**src/rtl/seg_scan_driver.sv**
```systemverilog
// seg_scan_driver: 8-digit multiplexed seven-segment scanner with per-slot dead-time and per-frame pattern snapshot.
// Define SEG_SCAN_DIM_EN to add the 3-bit PWM brightness input bright.
module seg_scan_driver #(
    parameter int DIV  = 1000,
    parameter int DEAD = 16
) (
    input  logic       clock,
    input  logic       reset,
    input  logic       en,
    input  logic [7:0] seg_in_0,
    input  logic [7:0] seg_in_1,
    input  logic [7:0] seg_in_2,
    input  logic [7:0] seg_in_3,
    input  logic [7:0] seg_in_4,
    input  logic [7:0] seg_in_5,
    input  logic [7:0] seg_in_6,
    input  logic [7:0] seg_in_7,
`ifdef SEG_SCAN_DIM_EN
    input  logic [2:0] bright,
`endif
    output logic [7:0] seg_out,
    output logic [7:0] an_n,
    output logic       frame_start
);
    localparam int CW = $clog2(DIV);
    typedef enum logic [1:0] {IDLE, BLANK, SHOW} state_t;
    state_t        state_q, state_d;
    logic [CW-1:0] slot_q, slot_d;
    logic [2:0]    digit_q, digit_d;
    logic [7:0]    shadow_q [8];
    logic [7:0]    shadow_d [8];
    logic [7:0]    seg_in [8];
    logic          frame_q, frame_d, lit;
    assign seg_in = '{seg_in_0, seg_in_1, seg_in_2, seg_in_3, seg_in_4, seg_in_5, seg_in_6, seg_in_7};
    always_ff @(posedge clock) begin
        if (reset) begin
            state_q <= IDLE;
            slot_q  <= '0;
            digit_q <= '0;
            frame_q <= 1'b0;
            for (int k = 0; k < 8; k++) shadow_q[k] <= 8'hFF;
        end else begin
            state_q  <= state_d;
            slot_q   <= slot_d;
            digit_q  <= digit_d;
            frame_q  <= frame_d;
            shadow_q <= shadow_d;
        end
    end
    always_comb begin
        state_d  = state_q;
        slot_d   = slot_q;
        digit_d  = digit_q;
        shadow_d = shadow_q;
        frame_d  = 1'b0;
        if (!en) begin
            state_d = IDLE;
            slot_d  = '0;
            digit_d = '0;
        end else begin
            case (state_q)
                IDLE: begin
                    state_d  = BLANK;
                    slot_d   = '0;
                    digit_d  = '0;
                    shadow_d = seg_in;
                    frame_d  = 1'b1;
                end
                BLANK: begin
                    slot_d  = slot_q + 1'b1;
                    state_d = (slot_q == CW'(DEAD - 1)) ? SHOW : BLANK;
                end
                SHOW: begin
                    if (slot_q == CW'(DIV - 1)) begin
                        slot_d  = '0;
                        state_d = BLANK;
                        // Snapshot only at the frame wrap so a frame never mixes old and new patterns
                        if (digit_q == 3'd7) begin
                            digit_d  = '0;
                            shadow_d = seg_in;
                            frame_d  = 1'b1;
                        end else begin
                            digit_d = digit_q + 3'd1;
                        end
                    end else begin
                        slot_d = slot_q + 1'b1;
                    end
                end
                default: state_d = IDLE;
            endcase
        end
    end
`ifdef SEG_SCAN_DIM_EN
    logic [2:0] pwm_q, bright_q;
    always_ff @(posedge clock) begin
        if (reset) begin
            pwm_q    <= '0;
            bright_q <= '0;
        end else begin
            pwm_q    <= (state_q == SHOW) ? pwm_q + 3'd1 : 3'd0;
            bright_q <= bright;
        end
    end
    assign lit = (state_q == SHOW) && (pwm_q <= bright_q);
`else
    assign lit = (state_q == SHOW);
`endif
    assign an_n        = lit ? ~(8'h01 << digit_q) : 8'hFF;
    assign seg_out     = lit ? shadow_q[digit_q] : 8'hFF;
    assign frame_start = frame_q;
endmodule

```
**config.mk**
```make
export PLATFORM = sky130hd
export DESIGN_NAME = seg_scan_driver
export DESIGN_NICKNAME = d
export VERILOG_FILES = /design/src/rtl/seg_scan_driver.sv
export SDC_FILE = /design/constraint.sdc
export NUM_CORES = 1
export LEC_CHECK = 0
export CORE_UTILIZATION = 63
export DETAILED_ROUTE_END_ITERATION = 10
export DONT_BUFFER_PORTS = 1
export GPL_ROUTABILITY_DRIVEN = 0
export PLACE_DENSITY = 0.79
export SLEW_MARGIN = 10
export SYNTH_ARGS = -nofsm -noshare
export SYNTH_HDL_FRONTEND = slang
export SYNTH_SLANG_ARGS = --single-unit
```
**constraint.sdc**
```tcl
create_clock -name clock -period 2.15 [get_ports clock]
set_input_delay 0.215 -clock clock [delete_from_list [all_inputs] [get_ports clock]]
set_output_delay 0.215 -clock clock [all_outputs]
set_load 0.01 [all_outputs]
```
# Word level (Yosys, flattened, before mapping)
# Cells that the tools add are included.
[totals] in_bits=67 output_inout_bits=17 register_bits=80 wordCells=51
[classes] reduce_logical=6 bitwise_logic=3 order_cmp=1 n_mux=19 eq_ne=7 shift=1 n_addsub=2
[op_table] op="2-to-1 mux 64 bit" n=2
[op_table] op="case mux 64 bit (2 select lines)" n=1
[op_table] op="2-to-1 mux 8 bit" n=4
[op_table] op="case mux 10 bit (3 select lines)" n=1
[op_table] op="binary-select mux 8 bit (select 3 bit)" n=1
[op_table] op="adder 10 x 1 -> 10 bit (second input constant)" n=1
[op_table] op="equality test 10 bit (second input constant)" n=1
[op_table] op="equality test 10 x 4 -> 1 bit (second input constant)" n=1
[op_table] op="2-to-1 mux 10 bit" n=1
[op_table] op="NOT 8 bit" n=1
[op_table] op="left shift 1 x 3 -> 8 bit (first input constant)" n=1
[op_table] op="2-to-1 mux 3 bit" n=2
[op_table] op="case mux 2 bit (3 select lines)" n=1
[op_table] op="case mux 3 bit (2 select lines)" n=1
[op_table] op=">= comparator 4 bit (second input constant)" n=1
[op_table] op="2-to-1 mux 2 bit" n=2
[op_table] op="inequality test 2 x 1 -> 1 bit (second input constant)" n=2
[op_table] op="NOT 3 -> 4 bit" n=1
[op_table] op="AND reduction 4 bit" n=1
[op_table] op="adder 3 x 1 -> 3 bit (second input constant)" n=1
[op_table] op="equality test 3 bit (second input constant)" n=1
[op_table] op="nonzero test 3 bit" n=1
[op_table] op="equality test 2 x 1 -> 1 bit (second input constant)" n=1
[op_table] op="equality test 2 bit (second input constant)" n=1
[op_table] op="7 further kinds" n=8

# Longest topological paths before layout
# Gate-level depths: netlist of the first run.
[depth] depth_word=5 ltp_mapped=9 ltp_nobuf=6

# Least setup slack after synthesis of the first run
# No wires, ideal clock.
[synth_timing] path_type="flip-flop to flip-flop" startpoint="reg state_q[0]" endpoint="reg shadow_q[0] (netlist bit)" required_ps=2030 path_buffers=3 path_slack_ps=176 t_arrival_ps=1854 setup_time_ps=120 synth_period_minus_slack_ps=1974 path_stages_with_launch=10 path_cell_list="dfxtp_1 -> inv_1 -> ha_1 -> buf_4 -> nand2_1 -> o41ai_4 -> buf_6 -> nand2_8 -> buf_6 -> a211o_1"
[synth_via] elab_chain_cells=3 word_cells_on_any_way=7 classes_between="eq/ne: 3; mux: 1; reduce/logical: 3"
[synth_rtl] element="start: declaration" line="27" text="state_t state_q, state_d;"
[synth_rtl] element="start signal: assignment" line="43" text="state_q <= state_d;"
[synth_rtl] element="equality test 2 bit / zero test 2 bit (equally long branches)" line="61" text="case (state_q)"
[synth_rtl] element="inequality test 2 x 1 -> 1 bit (no line) / nonzero test 2 bit (equally long branches)"
[synth_rtl] element="AND reduction 4 bit (no line)"
[synth_rtl] element="end signal: assignment" line="47" text="shadow_q <= shadow_d;"
[synth_rtl] element="end: declaration" line="30" text="logic [7:0] shadow_q [8];"
# Several ways; a longest one is shown, not always the timed one.
# A chain may end at the register's enable or synchronous reset.

# Worst setup path after layout of the first run
[layout_timing] startpoint="reg digit_q[0]" endpoint="out seg_out[5]"
[layout_via] elab_chain_cells=5
[layout_rtl] element="start: declaration" line="29" text="logic [2:0] digit_q, digit_d;"
[layout_rtl] element="start signal: assignment" line="45" text="digit_q <= digit_d;"
[layout_rtl] element="NOT 3 -> 4 bit (not written as such)" line="109" text="assign seg_out = lit ? shadow_q[digit_q] : 8'hFF;"
[layout_rtl] element="binary-select mux 8 bit (select 3 bit)" line="109"
[layout_rtl] element="2-to-1 mux 8 bit (not written as such) (2 in a row)" line="109"
[layout_rtl] element="2-to-1 mux 8 bit" line="109"
[layout_rtl] element="end: declaration" line="21" text="output logic [7:0] seg_out,"
# Every way passes these cells. The select of a mux whose other input is x is not followed.

==> key figures, run 1 <==
Status
  – Outcome: complete, no violations

Clock tree
  – Skew-Pair Late Insertion Delay: about 0.35 ns
  – Clock transition at the registers of the reported paths: 0.09 ns
  – CTS Buf Count: 9
  – CTS tree: yes
  – Root buffer cell: clkbuf_8
  – Sink Count: 80
  – Bufs on Longest Clock Path: 2
  – H-tree depth: 3
  – Post-CTS Setup Bufs: 0

Yosys
  – Synth Instances: 389
  – Ys Warns: 0
  – Seq cells post-synth: 80
  – Post-synthesis cell area: 3993 um^2
  – Mean post-synth cell area: between 10 and 15 um^2
  – Sequential-to-total area share from yosys stat: 0.4011
  – Distinct cells, synth: 42
  – Net Count, Synth: approximately 470

GRT
  – GRT overflow: 0
  – First-pass GRT wire length: approximately 14 mm
  – Largest net degree at the start of global routing: 67
  – Total track usage: 0.2716
  – Number of global-route vias before repair: 2796
  – Initial antenna violation count: 0

Final layout
  – Number of nets in the layout: 455
  – Fillcell total: 459
  – N_diodes: 0
  – Layout cells sized above 1: 0.2073
  – Seq. cell area: 1602 um^2
  – Most frequent cells in the layout: dfxtp_1 (80), a211o_1 (65), and3_1 (33)
  – Final Util: 0.6964
  – Commonest non-fill, non-tap cell in the layout: dfxtp_1
  – Final instance area: 4197 um^2
  – Area Overhead vs Synth: 5.108%
  – Area of the multi-input gates: roughly 2200 um^2

Pwr
  – Leak: approximately 0.0018 uW
  – PD cells: 695.9 nW/um^2
  – VDD IR-drop max: roughly 0.63 mV

Place
  – Number of port buffers: 0
  – Placement Setup Slack: 0.03359 ns
  – Post-detail-place hpwl: 5.782 mm
  – Placed Area: 3960 um^2

Timing
  – Slew margin rel.: 0.6049
  – Final hold vios: 0
  – Setup TNS Final: 0 ns
  – Worst clock skew: 0.01401 ns
  – Setup violators final: 0
  – Final worst slack: 0.1093 ns
  – Fmax: 490.0 MHz
  – RSZ-0062 raised after global routing: no
  – Min Tclk post-route: 2.041 ns
  – Final Cycle Share: 0.9492
  – Slew Viols, Final: 0
  – Worst slew pin tran: between 0.5 and 0.6 ns

Critical path
  – Startpoint Class: flip-flop
  – Worst Path Required: a little under 2 ns
  – Largest stage delay, worst path: 0.56 ns
  – Critical path cell sequence: buf_4 -> mux4_2 -> nand2_1 -> nand3_1
  – Setup CP Type: reg -> out
  – Crit end category: output pin
  – WP data arrival: ~1.8 ns
  – Worst path slowest cell: mux4_2
  – Crit path max fanout: 20

Min path
  – Class of the worst hold path: in -> reg

Routing
  – Vias per cell: 6.496
  – Detailed-route via count: between 2000 and 3000
  – ANT nets after route: 0
  – Initial DRT Pass Iterations: 4
  – Iter 0 DRT Violations: 115
  – Post-DR wirelength/cell: between 15 and 20 um
  – Post-Route WL: approximately 8.6 mm
  – DRC: 0

Floorplan
  – IO Count: 84
  – Die area: 6659 um^2
  – Die W: a little over 80 um
  – Starting Density: 0.6626
  – Core Area: 6026 um^2
  – FP Rows: 28
  – Die Ht: 81.61 um

Flow run
  – MaxCap Viol Count: 0
sequential cells by signal, summed over array words and instances (netlist names):
name         flops
digit_q          3
frame_start      1
shadow_q        64
slot_q          10
state_q          2
layout make-up:
class,instances,share of cell area
clock inverters,7,0.01252
well taps,75,0.02236
flip-flops and latches,80,0.3816
clock buffers,9,0.02952
multi-input cells,266,0.5206
inverters,8,0.007156
repair buffers,11,0.02624
layer usage:
metal,vias up,global-route usage,wire [um],share of wire
li1,1439,-,-,-
met1,1415,0.3572,3803,0.44
met2,91,0.4375,4168,0.48
met3,17,0.06556,455,0.053
met4,0,0.09298,174,0.020
met5,-,0,0,0
synthesized netlist by cell type:
cell | n | area [um^2]
buf_2 | 2 | 10.01
nand3_1 | 17 | 85.08
and2_1 | 1 | 6.260
a31oi_1 | 3 | 18.77
ha_1 | 12 | 150.1
o211ai_1 | 1 | 7.510
and3_1 | 33 | 206.5
o41ai_4 | 1 | 27.53
a211o_1 | 65 | 569.3
o2111ai_1 | 1 | 8.760
mux4_2 | 16 | 360.4
buf_4 | 1 | 7.510
nand2_1 | 31 | 116.4
nor4b_1 | 1 | 8.760
xnor2_1 | 3 | 26.28
nor4_1 | 1 | 6.260
xor2_1 | 4 | 35.03
nand4_1 | 2 | 12.51
dfxtp_1 | 80 | 1602
and3b_1 | 2 | 17.52
clkinv_1 | 1 | 3.750
inv_1 | 7 | 26.28
a21oi_1 | 8 | 40.04
nor2b_1 | 2 | 12.51
buf_6 | 8 | 90.09
nor2_1 | 12 | 45.04
buf_1 | 1 | 3.750
clkbuf_1 | 24 | 90.09
or4_1 | 1 | 7.510
and4b_1 | 1 | 10.01
or3_1 | 1 | 6.260
o311ai_0 | 1 | 8.760
o31ai_1 | 2 | 15.01
nand4b_1 | 1 | 8.760
a2111o_1 | 1 | 11.26
nor3_1 | 1 | 5.000
nand2b_1 | 4 | 25.02
and3_2 | 31 | 232.7
nand2_8 | 1 | 20.02
and4_1 | 2 | 17.52
nand3b_1 | 1 | 7.510
nand4b_4 | 1 | 23.77
power breakdown:
group | switching, uW | leakage, uW | total, uW | internal (uW)
clock | 567 | 0.0000904 | 996 | 429
sequential | 52.6 | 0.000662 | 1630 | 1580
combinational | 132 | 0.00102 | 291 | 158
stage by stage:
| step | hold slack, ns | total power, uW | instances |
|---|---|---|---|
| 2_1_floorplan | 0.4298 | 1914 | 389 |
| 3_3_place_gp | 0.3152 | 1915 | 438 |
| 3_5_place_dp | 0.3221 | 1929 | 438 |
| 4_1_cts | 0.08814 | 2927 | 455 |
| 5_1_grt | 0.09472 | 3057 | 456 |
| 6_report | 0.09832 | 2920 | 456 |
cell families after synthesis:
family	Yosys count	share of synthesized area
compound gates	83	0.1771
xor+xnor	7	0.01536
fa+ha+maj	12	0.03760
flops	80	0.4011
simple gates	147	0.2206
mux	16	0.09025
buf+inv	44	0.05798
path summary, 6_finish.rpt:
| check | from | endpoint | slack [ns] | cells past startpoint |
|---|---|---|---|---|
| setup / recovery | digit_q[0] | seg_out[5] | 0.11 | 4 |
| hold / removal | seg_in_1[7] | shadow_q[55] | 0.1 | 2 |
| setup reg to reg | digit_q[0] | shadow_q[1] | 0.13 | 7 |
| hold reg to reg | shadow_q[49] | shadow_q[49] | 0.46 | 1 |
critical path: cells and delay by family (launching register included):
family	cells	cell delay (ns)
AND/OR/NAND/NOR	2	0.25
buffers and inverters	1	0.32
flip-flops	1	0.34
multiplexers	1	0.56
what timing repair did:
| action | CTS | global route |
|---|---|---|
| gates resized for setup | 0 | 4 |
| hold buffers | 1 | 0 |
| endpoints found under the setup margin | 0 | 70 |
| endpoints found under the hold margin | 64 | 0 |
(Power assumes the default switching activity.)
==> run 2: changes to the inputs <==
--- a/config.mk
+++ b/config.mk
@@ -8,2 +8,3 @@
 export CORE_UTILIZATION = 63
+export CTS_CLUSTER_DIAMETER = 80
 export DETAILED_ROUTE_END_ITERATION = 10
==> constraint.sdc (replaced) <==
create_clock -name clock -period 2.15 [get_ports clock]
set_input_delay 0.43 -clock clock [delete_from_list [all_inputs] [get_ports clock]]
set_output_delay 0.43 -clock clock [all_outputs]
set_load 0.01 [all_outputs]
==> run 2 against run 1 <==
Global-route usage grew 1.3 points. Worst hold slack improved by 0.085 ns. Total power is 7.6% higher. Largest cell class unchanged.
==> key figures, run 2 (same netlist as run 1, synthesis figures left out) <==
Status
  – Outcome: complete, no violations

Floorplan
  – FP Rows: 28 (unchanged)
  – Starting Density: 0.6626 (unchanged)
  – Die W: 81.61 um (unchanged)
  – IO Count: 84 (unchanged)
  – Die area: 6659 um^2 (unchanged)
  – Die Ht: 81.61 um (unchanged)
  – Core Area: 6026 um^2 (unchanged)

GRT
  – Largest net degree at the start of global routing: 68 (+1.5%)
  – Initial antenna violation count: 0 (unchanged)
  – Number of global-route vias before repair: 2749 (-1.7%)
  – GRT overflow: 0 (unchanged)
  – M3 GR Usage: 0.06333 (-0.002222)
  – First-pass GRT wire length: 13.84 mm (+2.5%)
  – Total track usage: 0.2851 (+0.01347)
  – Grt met1 use: 0.3792 (+0.02204)
  – Met2 Use GR: 0.4542 (+0.01667)
  – Global route hottest layer: met2

Timing
  – Setup violators final: 0 (unchanged)
  – Fmax: 482.4 MHz (-1.5%)
  – Final hold vios: 0 (unchanged)
  – RSZ-0062 raised after global routing: no
  – Setup TNS Final: 0 ns (unchanged)
  – Slew Viols, Final: 0 (unchanged)
  – Slew margin rel.: 0.6086 (+0.003626)
  – Min Tclk post-route: 2.073 ns (+0.03206 ns)
  – Worst slew pin tran: 0.5844 ns (-0.004623 ns)
  – Worst clock skew: 0.01088 ns (-0.003122 ns)
  – Worst hold slack: 0.1832 ns (+0.08491 ns)
  – Final Cycle Share: 0.9641 (+0.01491)

Critical path
  – Worst Path Required: 1.72 ns (-0.21 ns)
  – Setup CP Type: reg -> out
  – Worst-case reg-to-reg path depth: 7 (unchanged)
  – WP data arrival: 1.64 ns (-0.19 ns)
  – Startpoint Class: flip-flop
  – Crit path max fanout: 10 (-50%)
  – Crit end category: output pin

Pwr
  – Leak: 0.001813 uW (+2.4%)
  – PD cells: 723.2 nW/um^2 (+3.9%)
  – VDD IR-drop max: 0.6832 mV (+7.8%)

Clock tree
  – H-tree depth: 3 (unchanged)
  – Skew-Pair Late Insertion Delay: 0.35 ns (about the same)
  – Sink Count: 80 (unchanged)
  – Root buffer cell: clkbuf_8
  – CTS Buf Count: 9 (unchanged)
  – CTS tree: yes
  – Cts hold-fix bufs: 0 (-1)
  – Bufs on Longest Clock Path: 2 (unchanged)
  – Clock transition at the registers of the reported paths: 0.08 ns (about the same)

Place
  – Number of port buffers: 0 (unchanged)
  – Placed insts: 437 (-0.23%)
  – Post-detail-place hpwl: 5.579 mm (-3.5%)

Min path
  – Class of the worst hold path: in -> reg
  – Hold depth: 1 (-1)

Final layout
  – Fillcell total: 443 (-3.5%)
  – Area Overhead vs Synth: 8.806%
  – Reg with most FFs: shadow_q
  – N_diodes: 0 (unchanged)
  – Final non-filler cell total: 458 (+0.44%)
  – Largest regs: shadow_q: 64 flops, slot_q: 10 flops, digit_q: 3 flops
  – Max FFs per register: 64 (unchanged)
  – Most frequent cells in the layout: dfxtp_1 (78), a211o_1 (65), and3_1 (33)
  – Number of nets in the layout: 458 (+0.66%)
  – Layout cells sized above 1: 0.2272 (+0.01980)
  – Commonest non-fill, non-tap cell in the layout: dfxtp_1

Routing
  – Vias per cell: 6.675 (+2.8%)
  – Post-DR wirelength/cell: 19.87 um (+5.4%)
  – Iter 0 DRT Violations: 194 (+69%)
  – Initial DRT Pass Iterations: 4 (unchanged)
  – Detailed-route via count: 3057 (+3.2%)
  – ANT nets after route: 0 (unchanged)
  – DRC: 0 (unchanged)
  – Post-Route WL: 9.101 mm (+5.8%)

Flow run
  – MaxCap Viol Count: 0 (unchanged)
[run 2: cell count changes in the layout (fill, tap and decap cells not counted), sizes merged]
| cell | previous run | this run |
|---|---|---|
| clkbuf | 9 | 11 |
| bufbuf | 0 | 1 |
| bufinv | 0 | 2 |
| clkinv | 4 | 1 |
| nand2 | 33 | 35 |
| inv | 10 | 8 |
[run 2: path summary, 6_finish.rpt]
| kind | from | end | slack, ns |
|---|---|---|---|
| worst min register to register | shadow_q[45] | shadow_q[45] | 0.46 |
| worst max-delay path | digit_q[0] | seg_out[5] | 0.08 |
| worst max register to register | digit_q[0] | shadow_q[1] | 0.08 |
| worst min-delay path | reset | shadow_q[63] | 0.18 |
[run 2: cell type report]
class / count / area, um^2 / area share
Multi-Input combinational cell: 268 / 2240 / 0.5156
Sequential cell: 80 / 1607 / 0.3698
Timing Repair Buffer: 12 / 151.4 / 0.03485
Clock buffer: 11 / 141.4 / 0.03255
Tap cell: 75 / 93.84 / 0.02160
Clock inverter: 4 / 77.57 / 0.01786
Inverter: 8 / 33.78 / 0.007776
[run 2: timing repair]
item	4_1_cts	5_1_grt
gates cloned	2	2
resized for setup	9	13
endpoints found under the setup margin	8	77
setup buffers	2	0
pin swaps	1	3
[run 2: power by group]
group / internal, uW / switching (uW)
sequential: 1580 / 53.4
combinational: 158 / 122
clock: 687 / 543
total: 2420 / 718
[run 2: critical path, cell delays in order, from the launching register on]
cell and delay, ns:
dfxtp_4 0.39, buf_12 0.16, mux4_2 0.51, nand2_1 0.08, nand3_1 0.15
[run 2: metrics by stage]
step	total power, uW	utilization	instance area [um^2]	setup WS [ns]
after floorplan	1914	-	3993	0.1762
after global routing	3247	0.7209	4344	0.001208
final	3142	0.7209	4344	0.07724
after detailed placement	1927	0.6559	3953	0.04319
after CTS	3137	0.7085	4269	0.01482
after global placement	1914	0.6559	3953	0.08333
[run 2: layer usage]
metal / wire [um] / up-vias
met3: 560 / 12
met2: 4415 / 98
met1: 3984 / 1504
met5: 0 / -
li1: - / 1443
met4: 140 / 0
